<file path="config.mk">
export PLATFORM = sky130hd
export DESIGN_NAME = step_sequencer
export DESIGN_NICKNAME = d
export VERILOG_FILES = /design/src/rtl/seq_pkg.sv /design/src/rtl/int_prio_enc.sv /design/src/rtl/step_sequencer.sv
export SDC_FILE = /design/constraint.sdc
export NUM_CORES = 1
export LEC_CHECK = 0
export BUFFER_PORTS_ARGS = -buffer_cell sky130_fd_sc_hd__buf_2
export CAP_MARGIN = 10
export CELL_PAD_IN_SITES_DETAIL_PLACEMENT = 1
export CELL_PAD_IN_SITES_GLOBAL_PLACEMENT = 1
export CORE_ASPECT_RATIO = 1.4
export CORE_MARGIN = 2
export CORE_UTILIZATION = 37
export CTS_CLUSTER_SIZE = 8
export DETAILED_ROUTE_END_ITERATION = 8
export PLACE_DENSITY = 0.88
export SYNTH_ARGS = -nofsm -noshare
export SYNTH_HDL_FRONTEND = slang
export SYNTH_HIERARCHICAL = 1
export SYNTH_SLANG_ARGS = --single-unit
export TNS_END_PERCENT = 10
</file>
<file path="constraint.sdc">
create_clock -name Clock -period 5.2 [get_ports Clock]
set_input_delay 0.52 -clock Clock [delete_from_list [all_inputs] [get_ports Clock]]
set_output_delay 0.52 -clock Clock [all_outputs]
set_load 0.005 [all_outputs]
</file>
<file path="src/rtl/seq_pkg.sv">
// rtl/seq_pkg.sv - shared types and constants for the step sequencer
// Optional watchdog behaviour in step_sequencer is enabled by SEQ_WATCHDOG_EN.
package seq_pkg;

    typedef enum logic [2:0] {
        ST_BOOT,
        ST_RUN,
        ST_INTR,
        ST_HALTED,
        ST_STOPPED
    } seq_state_e;

    localparam logic [1:0] PH_EXEC    = 2'b00;
    localparam logic [1:0] PH_INTR    = 2'b01;
    localparam logic [1:0] PH_HALTED  = 2'b10;
    localparam logic [1:0] PH_STOPPED = 2'b11;

    localparam logic [4:0] HALT_OP_DEFAULT = 5'b11011;
    localparam int         WD_LIMIT        = 255;

    // Index width that never collapses to zero bits for single-entry ranges.
    function automatic int width_of(input int n);
        return (n <= 1) ? 1 : $clog2(n);
    endfunction

endpackage

</file>
<file path="src/rtl/int_prio_enc.sv">
// rtl/int_prio_enc.sv - masked lowest-index-wins interrupt priority encoder
// Purely combinational; en_i gates every request (global interrupt enable).
module int_prio_enc #(
    parameter int N  = 2,
    parameter int IW = 1
) (
    input  logic [N-1:0]  req_i,
    input  logic [N-1:0]  mask_i,
    input  logic          en_i,
    output logic          valid_o,
    output logic [IW-1:0] idx_o,
    output logic [N-1:0]  onehot_o
);

    logic [N-1:0] masked;

    always_comb begin
        masked   = req_i & mask_i & {N{en_i}};
        valid_o  = 1'b0;
        idx_o    = '0;
        onehot_o = '0;
        // Scan from the top so the lowest pending index is the last writer.
        for (int i = N - 1; i >= 0; i--) begin
            if (masked[i]) begin
                valid_o  = 1'b1;
                idx_o    = IW'(i);
                onehot_o = N'(1) << i;
            end
        end
    end

endmodule

</file>
<file path="src/rtl/step_sequencer.sv">
// rtl/step_sequencer.sv - Mini SRC control-step sequencer with stalls, interrupts, halt/stop
// Define SEQ_WATCHDOG_EN to add the seq_err port with overrun and mem_wait watchdog.
module step_sequencer
    import seq_pkg::*;
#(
    parameter int             STEPS_MAX = 8,
    parameter int             INT_NUM   = 2,
    parameter int             INT_STEPS = 3,
    parameter int             OPW       = 5,
    parameter logic [OPW-1:0] HALT_OP   = OPW'(HALT_OP_DEFAULT),
    localparam int            SW        = width_of(STEPS_MAX),
    localparam int            IW        = width_of(INT_NUM)
) (
    input  logic               Clock,
    input  logic               Reset,
    input  logic               Stop,
    input  logic               Start,
    input  logic [OPW-1:0]     opcode,
    input  logic               last_step,
    input  logic               mem_wait,
    input  logic [INT_NUM-1:0] interrupt,
    input  logic [INT_NUM-1:0] int_mask,
    input  logic               ie,
    output logic [SW-1:0]      step,
    output logic [1:0]         phase,
    output logic               Run,
    output logic               ClearSig,
    output logic [INT_NUM-1:0] int_ack,
    output logic [IW-1:0]      int_id
`ifdef SEQ_WATCHDOG_EN
    ,
    output logic [1:0]         seq_err
`endif
);

    localparam logic [SW-1:0] STEP_LAST = SW'(STEPS_MAX - 1);
    localparam logic [SW-1:0] INTR_LAST = SW'(INT_STEPS - 1);

    seq_state_e         state_q, state_d;
    logic [SW-1:0]      step_q, step_d;
    logic               clear_q, clear_d;
    logic [INT_NUM-1:0] ack_q, ack_d;
    logic [IW-1:0]      id_q, id_d;

    logic               pend_valid;
    logic [IW-1:0]      pend_idx;
    logic [INT_NUM-1:0] pend_onehot;
    logic               boundary;
    logic               overrun;

    int_prio_enc #(
        .N  (INT_NUM),
        .IW (IW)
    ) u_prio (
        .req_i    (interrupt),
        .mask_i   (int_mask),
        .en_i     (ie),
        .valid_o  (pend_valid),
        .idx_o    (pend_idx),
        .onehot_o (pend_onehot)
    );

`ifdef SEQ_WATCHDOG_EN
    logic [7:0] wd_q, wd_d;
    logic [1:0] err_q, err_d;
    logic       wd_trip;
`endif

    always_comb begin
        state_d  = state_q;
        step_d   = step_q;
        clear_d  = 1'b0;
        ack_d    = '0;
        id_d     = id_q;
        boundary = 1'b0;
        overrun  = 1'b0;

        case (state_q)
            ST_BOOT: begin
                state_d = ST_RUN;
                step_d  = '0;
                clear_d = 1'b1;
            end
            ST_RUN: begin
                // A stalled step ignores last_step until memory is ready.
                if (!mem_wait) begin
                    if (last_step) begin
                        boundary = 1'b1;
                    end else if (step_q == STEP_LAST) begin
                        boundary = 1'b1;
                        overrun  = 1'b1;
                    end else begin
                        step_d = step_q + SW'(1);
                    end
                end
            end
            ST_INTR: begin
                if (!mem_wait) begin
                    if (step_q == INTR_LAST) begin
                        state_d = ST_RUN;
                        step_d  = '0;
                        clear_d = 1'b1;
                    end else begin
                        step_d = step_q + SW'(1);
                    end
                end
            end
            ST_HALTED: begin
                step_d = '0;
                if (pend_valid) begin
                    state_d = ST_INTR;
                    ack_d   = pend_onehot;
                    id_d    = pend_idx;
                end else if (Start) begin
                    state_d = ST_RUN;
                end
            end
            ST_STOPPED: begin
                step_d = '0;
                if (Start) begin
                    state_d = ST_RUN;
                end
            end
            default: begin
                state_d = ST_BOOT;
                step_d  = '0;
            end
        endcase

        if (boundary) begin
            clear_d = 1'b1;
            step_d  = '0;
            if (opcode == HALT_OP) begin
                state_d = ST_HALTED;
            end else if (pend_valid) begin
                state_d = ST_INTR;
                ack_d   = pend_onehot;
                id_d    = pend_idx;
            end else if (Stop) begin
                state_d = ST_STOPPED;
            end else begin
                state_d = ST_RUN;
            end
        end

`ifdef SEQ_WATCHDOG_EN
        wd_trip = 1'b0;
        wd_d    = '0;
        if ((state_q == ST_RUN || state_q == ST_INTR) && mem_wait) begin
            if (wd_q == 8'(WD_LIMIT)) begin
                wd_trip = 1'b1;
            end else begin
                wd_d = wd_q + 8'd1;
            end
        end
        err_d = err_q | {wd_trip, overrun};
        // A hung memory access abandons the instruction and parks the core.
        if (wd_trip) begin
            state_d = ST_STOPPED;
            step_d  = '0;
            clear_d = 1'b1;
            ack_d   = '0;
        end
`endif
    end

    always_ff @(posedge Clock or negedge Reset) begin
        if (!Reset) begin
            state_q <= ST_BOOT;
            step_q  <= '0;
            clear_q <= 1'b0;
            ack_q   <= '0;
            id_q    <= '0;
        end else begin
            state_q <= state_d;
            step_q  <= step_d;
            clear_q <= clear_d;
            ack_q   <= ack_d;
            id_q    <= id_d;
        end
    end

`ifdef SEQ_WATCHDOG_EN
    always_ff @(posedge Clock or negedge Reset) begin
        if (!Reset) begin
            wd_q  <= '0;
            err_q <= '0;
        end else begin
            wd_q  <= wd_d;
            err_q <= err_d;
        end
    end

    assign seq_err = err_q;
`endif

    always_comb begin
        phase = PH_EXEC;
        case (state_q)
            ST_INTR:    phase = PH_INTR;
            ST_HALTED:  phase = PH_HALTED;
            ST_STOPPED: phase = PH_STOPPED;
            default:    phase = PH_EXEC;
        endcase
    end

    assign Run      = (state_q == ST_RUN) || (state_q == ST_INTR);
    assign step     = step_q;
    assign ClearSig = clear_q;
    assign int_ack  = ack_q;
    assign int_id   = id_q;

endmodule
</file>
# Word level (Yosys, flattened, before mapping)
# Index checks and enable logic that the tools add are counted.
[totals]
ff_bits = 10
in_bits = 16
word_cells = 65
[op_classes]
add_sub_neg = 1
eq_ne = 13
n_mux = 40
n_bitwise = 2
reduce_logical = 4
[op_table]
columns = ["op", "n"]
rows = [
  ["$mux W3", 14],
  ["$mux W1", 15],
  ["$ne A3 B3 Y1 const B", 5],
  ["$pmux W3 S5", 1],
  ["$mux W2", 7],
  ["$eq A3 B2 Y1 const B", 3],
  ["$eq A3 B3 Y1 const B", 2],
  ["$pmux W2 S3", 1],
  ["$pmux W3 S2", 1],
  ["$eq A5 B5 Y1 const B", 1],
  ["$and A2 B2 Y2", 2],
  ["$reduce_and A4 Y1", 1],
  ["$add A3 B1 Y3 const B", 1],
  ["$eq A3 B1 Y1 const B", 1],
  ["$logic_not A3 Y1", 1],
  ["$reduce_and A3 Y1", 1],
  ["$ne A2 B2 Y1 const B", 1],
  ["$pmux W1 S2", 1],
  ["$logic_or A1 B1 Y1", 1],
]

# Depth between registers and ports, before layout
[logic_depth]
ltp_word = 9
mapped_depth = 6
mapped_depth_nobuf = 6

# Modules after synthesis
# Netlist, hierarchy kept.
[by_module_without_submodules]
columns = ["module", "n_inst", "cells_per_inst", "area_per_inst_um2", "seq_area_each_um2"]
rows = [
  ["step_sequencer", 1, 71, 675.6, 250.2],
  ["int_prio_enc", 1, 6, 38.8, 0.0],
]

# Worst setup path after synthesis
# OpenSTA, ideal clock, no wires.
[synth_path]
path_type = "register to register"
from = "register step_q[0] (netlist: step[0])"
to = "register id_q (netlist: int_id)"
setup_time_ns = 0.125
t_arrival_ns = 1.652
slack_ns = 3.423
stages_incl_launch_ff = 7
period_less_slack_ns = 1.777
path_cell_list = "dfrtp_1 -> ha_1 -> ha_1 -> o21bai_4 -> a41oi_1 -> o211ai_1 -> mux2_2"
[synth_between]
elab_chain_len = 6
[synth_rtl]
columns = ["element", "line", "source"]
rows = [
  ["from (decl)", "step_sequencer.sv:40", "logic [SW-1:0] step_q, step_d;"],
  ["from (signal assigned)", "step_sequencer.sv:176", "step_q <= step_d;"],
  ["$eq A3 B3 Y1", "step_sequencer.sv:89", "end else if (step_q == STEP_LAST) begin"],
  ["$mux W1", "step_sequencer.sv:89", ""],
  ["$mux W1", "step_sequencer.sv:87", "if (last_step) begin"],
  ["$mux W1", "step_sequencer.sv:86", "if (!mem_wait) begin"],
  ["$mux W1", "step_sequencer.sv:78", "case (state_q)"],
  ["$mux W1", "step_sequencer.sv:130", "if (boundary) begin"],
  ["named net id_d", "step_sequencer.sv:43", "logic [IW-1:0] id_q, id_d;"],
  ["to (signal assigned)", "step_sequencer.sv:179", "id_q <= id_d;"],
  ["to (decl)", "step_sequencer.sv:43", ""],
]
# The timed path passes the listed nets, and every way through them passes these cells.
# A chain may end at the register's enable or synchronous reset.

# Worst setup path after layout
[layout_path]
from = "register state_q[0]"
to = "output phase[1]"
[layout_between]
elab_chain_len = 2
elab_cells_between_ends = 4
[layout_rtl]
columns = ["element", "line", "source"]
rows = [
  ["from (decl)", "step_sequencer.sv:39", "seq_state_e state_q, state_d;"],
  ["from (signal assigned)", "step_sequencer.sv:175", "state_q <= state_d;"],
  ["$eq A3 B3 Y1 or $eq A3 B2 Y1 (tied branches)", "step_sequencer.sv:199", "case (state_q)"],
  ["$pmux W2 S3 (*)", "step_sequencer.sv:199", ""],
  ["to (decl)", "step_sequencer.sv:25", "output logic [1:0] phase,"],
]
# Mark *: on every way between the ends. The rest lies on a longest branch, timed or not.

==> summary.md <==
| Metric | Value |
|---|---|
| Worst setup margin | 3220 ps |
| Area Growth Syn to Fin | 20.3% |
| First-pass GRT wire length | 2.95 mm |
| Core area | 1800 um^2 |
| CTS Sinks | 10 |
| Placer Congestion | 0.798 |
| Cells after Synth | 77 |
| Slew Viols, Final | 0 |
| Critical path peak fanout | 9 |
| # DRC | 0 |
| FF+latch count, synth | 10 |
| Pin slew with the least headroom to its limit | 500 ps |
| Root Driver | clkbuf_4 |
| Relative slew slack | 0.667 |
| Critical Path Max Stage Delay | 550 ps |
| Worst vdd ir | 0.172 mV |
| Setup crit end | phase[1] |
| CP bufs+invs | 2 |
| Die Height | 56.0 um |
| Fin nets | 122 |
| Leakage | 0.419 nW |
| Share of cells above drive strength 1 | 0.356 |
| Fillers | 236 |
| Pwr/cell area | 414 nW/um^2 |
| Die area | 2300 um^2 |
| Row count | 18 |
| # port buffers | 25 |
| Mapped Nets | 96 |
| Pin count of the biggest net entering global routing | 14 |
| Hold Vio Cnt, Final | 0 |
| CP required | 4680 ps |
| Vias in the first global route | 696 |
| Avg Cell Area, Syn | 9.28 um^2 |
| Hold-fix buffers, CTS | 0 |
| Post-cts repair resize count | 0 |
| CTS Buf Count | 3 |
| Worst Hold Class | input port to async pin |
| Placed Cells | 118 |
| Critical-path top delay cell | dfrtp_1 |
| Dpl ws | 3300 ps |
| Cells on worst reg2reg path | 6 |
| Clock Path Buffers | 2 |
| Max Cap Viol | 0 |
| CTS tree | built |
| Clock Pin Slew Worst Setup and Hold Paths | 60 ps |
| DR iter-0 viols | 10 |
| Vias per cell | 5.64 |
| Post-route cell area | 860 um^2 |
| Initial Utilization | 0.397 |
| DR pass1 iterations | 4 |
| Total Routed Length | 1.86 mm |
| RSZ-0062 raised after global routing | false |
| Worst skew pair latency | 270 ps |
| Vias | 682 |
| H-tree depth | 1 |
| Critical path capture point type | output port |
| Largest delay share family, worst path | flip-flops |
| Wire per inst | 15.3 um |
| Post-layout total power | 0.355 mW |
| Seq/Total Area, Yosys | 0.350 |
| CP Launch Point | state_q[0] |
| Top Ports | 26 |
| Crit path launch type | register |
| Post-Layout Cell Count | 121 |
| Ant diodes | 0 |
| Critical path depth | 5 |
| Die X | 41.1 um |
| Cell Area, Synth | 714 um^2 |
| FMAX | 504 MHz |
| Total track usage | 0.192 |
| Final setup viols | 0 |
| Setup total negative slack | 0 ps |
| CP Cell Sequence | inv_2, nor2_1, nand2_1, o21ai_0, buf_2 |
| Post-DRT Antenna Nets | 0 |
| Min cycle time layout | 1980 ps |
| Critical R2R Launch | step[0] |
| Syn. warnings | 6 |
| Netlist cell types | 35 |
| RR Endpoint | int_id |
| Worst path arrival time | 1460 ps |
| Antenna violations before repair | 0 |
| GRT overflow | 0 |
| Most common cell after layout, fill and taps aside | buf_2 |
| Final worst-path cycle share | 0.382 |
| Clock Skews | 0.574 ps |
| Detail Placement HPWL | 1.54 mm |
| Status | complete, no violations |
| Placed instance area | 837 um^2 |
| Worst Setup Path Type | register to output port |
| Most frequent cells in the layout | 25 x buf_2, 11 x nor2_1, 10 x dfrtp_1 |
| Post CTS Setup Buffer Count | 0 |
| Reg2Reg Setup Slack | 3290 ps |
-- worst min-delay path by stage --
| stage | from | end | slack [ps] |
|---|---|---|---|
| 2_1_floorplan | Reset | ClearSig | 220 |
| 3_3_place_gp | Reset | ClearSig | 390 |
| 3_5_place_dp | Reset | ClearSig | 400 |
| 4_1_cts | Reset | int_ack[0] | 110 |
| 5_1_grt | Reset | int_ack[0] | 120 |
| 6_report | Reset | step[0] | 110 |
-- kinds of logic (layout without fill, tap and decap cells) --
group,after synthesis,in the layout,synth area share
mux,3,3,0.0525
xor+xnor,2,2,0.0245
buf+inv,10,34,0.0700
compound gates,21,21,0.233
fa+ha+maj,3,3,0.0525
flops,10,10,0.350
simple gates,28,28,0.217
-- sequential cells by signal (all words and copies together) (netlist names) --
| signal | flops |
|---|---|
| int_ack | 2 |
| int_id | 1 |
| state_q | 3 |
| step | 3 |
| ClearSig | 1 |
-- cell usage after synthesis (all sizes together) --
library cell | n | area, um^2
o22a | 1 | 8.76
nor2b | 2 | 12.5
a41oi | 1 | 8.76
nand4 | 2 | 12.5
dfrtp | 10 | 250
a21oi | 6 | 30.0
a22o | 1 | 8.76
nor3 | 1 | 5.00
o22ai | 1 | 6.26
o21bai | 1 | 18.8
o21ai | 1 | 5.00
nor4 | 1 | 21.3
o211ai | 1 | 7.51
ha | 3 | 37.5
xnor2 | 2 | 17.5
a41o | 1 | 10.0
mux2 | 3 | 37.5
a211oi | 1 | 7.51
nand2 | 2 | 7.51
and2 | 1 | 6.26
nand2b | 3 | 18.8
inv | 6 | 22.5
a221oi | 1 | 8.76
nand3 | 3 | 15.0
a22oi | 1 | 7.51
o31ai | 2 | 15.0
nand3b | 1 | 7.51
nor2 | 11 | 41.3
a311oi | 1 | 15.0
a211o | 1 | 8.76
buf | 4 | 27.5
and3 | 1 | 7.51
-- cell type report --
class	count	area (um^2)	share of cell area
Timing Repair Buffer	25	125	0.146
Clock buffer	3	22.5	0.0262
Inverter	6	22.5	0.0262
Sequential cell	10	250	0.291
Tap cell	20	25.0	0.0291
Multi-Input combinational cell	57	414	0.482
-- power by group --
part / switching (mW) / internal [mW] / total (mW)
clock network: 0.0261 / 0.0268 / 0.0528
registers: 0.0390 / 0.0989 / 0.138
logic: 0.0839 / 0.0809 / 0.165
total: 0.149 / 0.207 / 0.355
-- layer usage --
layer	vias up	share of wire	global-route usage
li1	325	-	-
met1	320	0.35	0.200
met2	31	0.55	0.319
met3	6	0.056	0.0240
met4	0	0.038	0.138
met5	-	0	0
-- stage by stage --
stage / utilization / hold WS [ps]
floorplan: - / 224
global placement: 0.465 / 392
detailed placement: 0.465 / 398
CTS: 0.477 / 107
global route: 0.477 / 119
finish: 0.477 / 106
(Power assumes the default switching activity.)
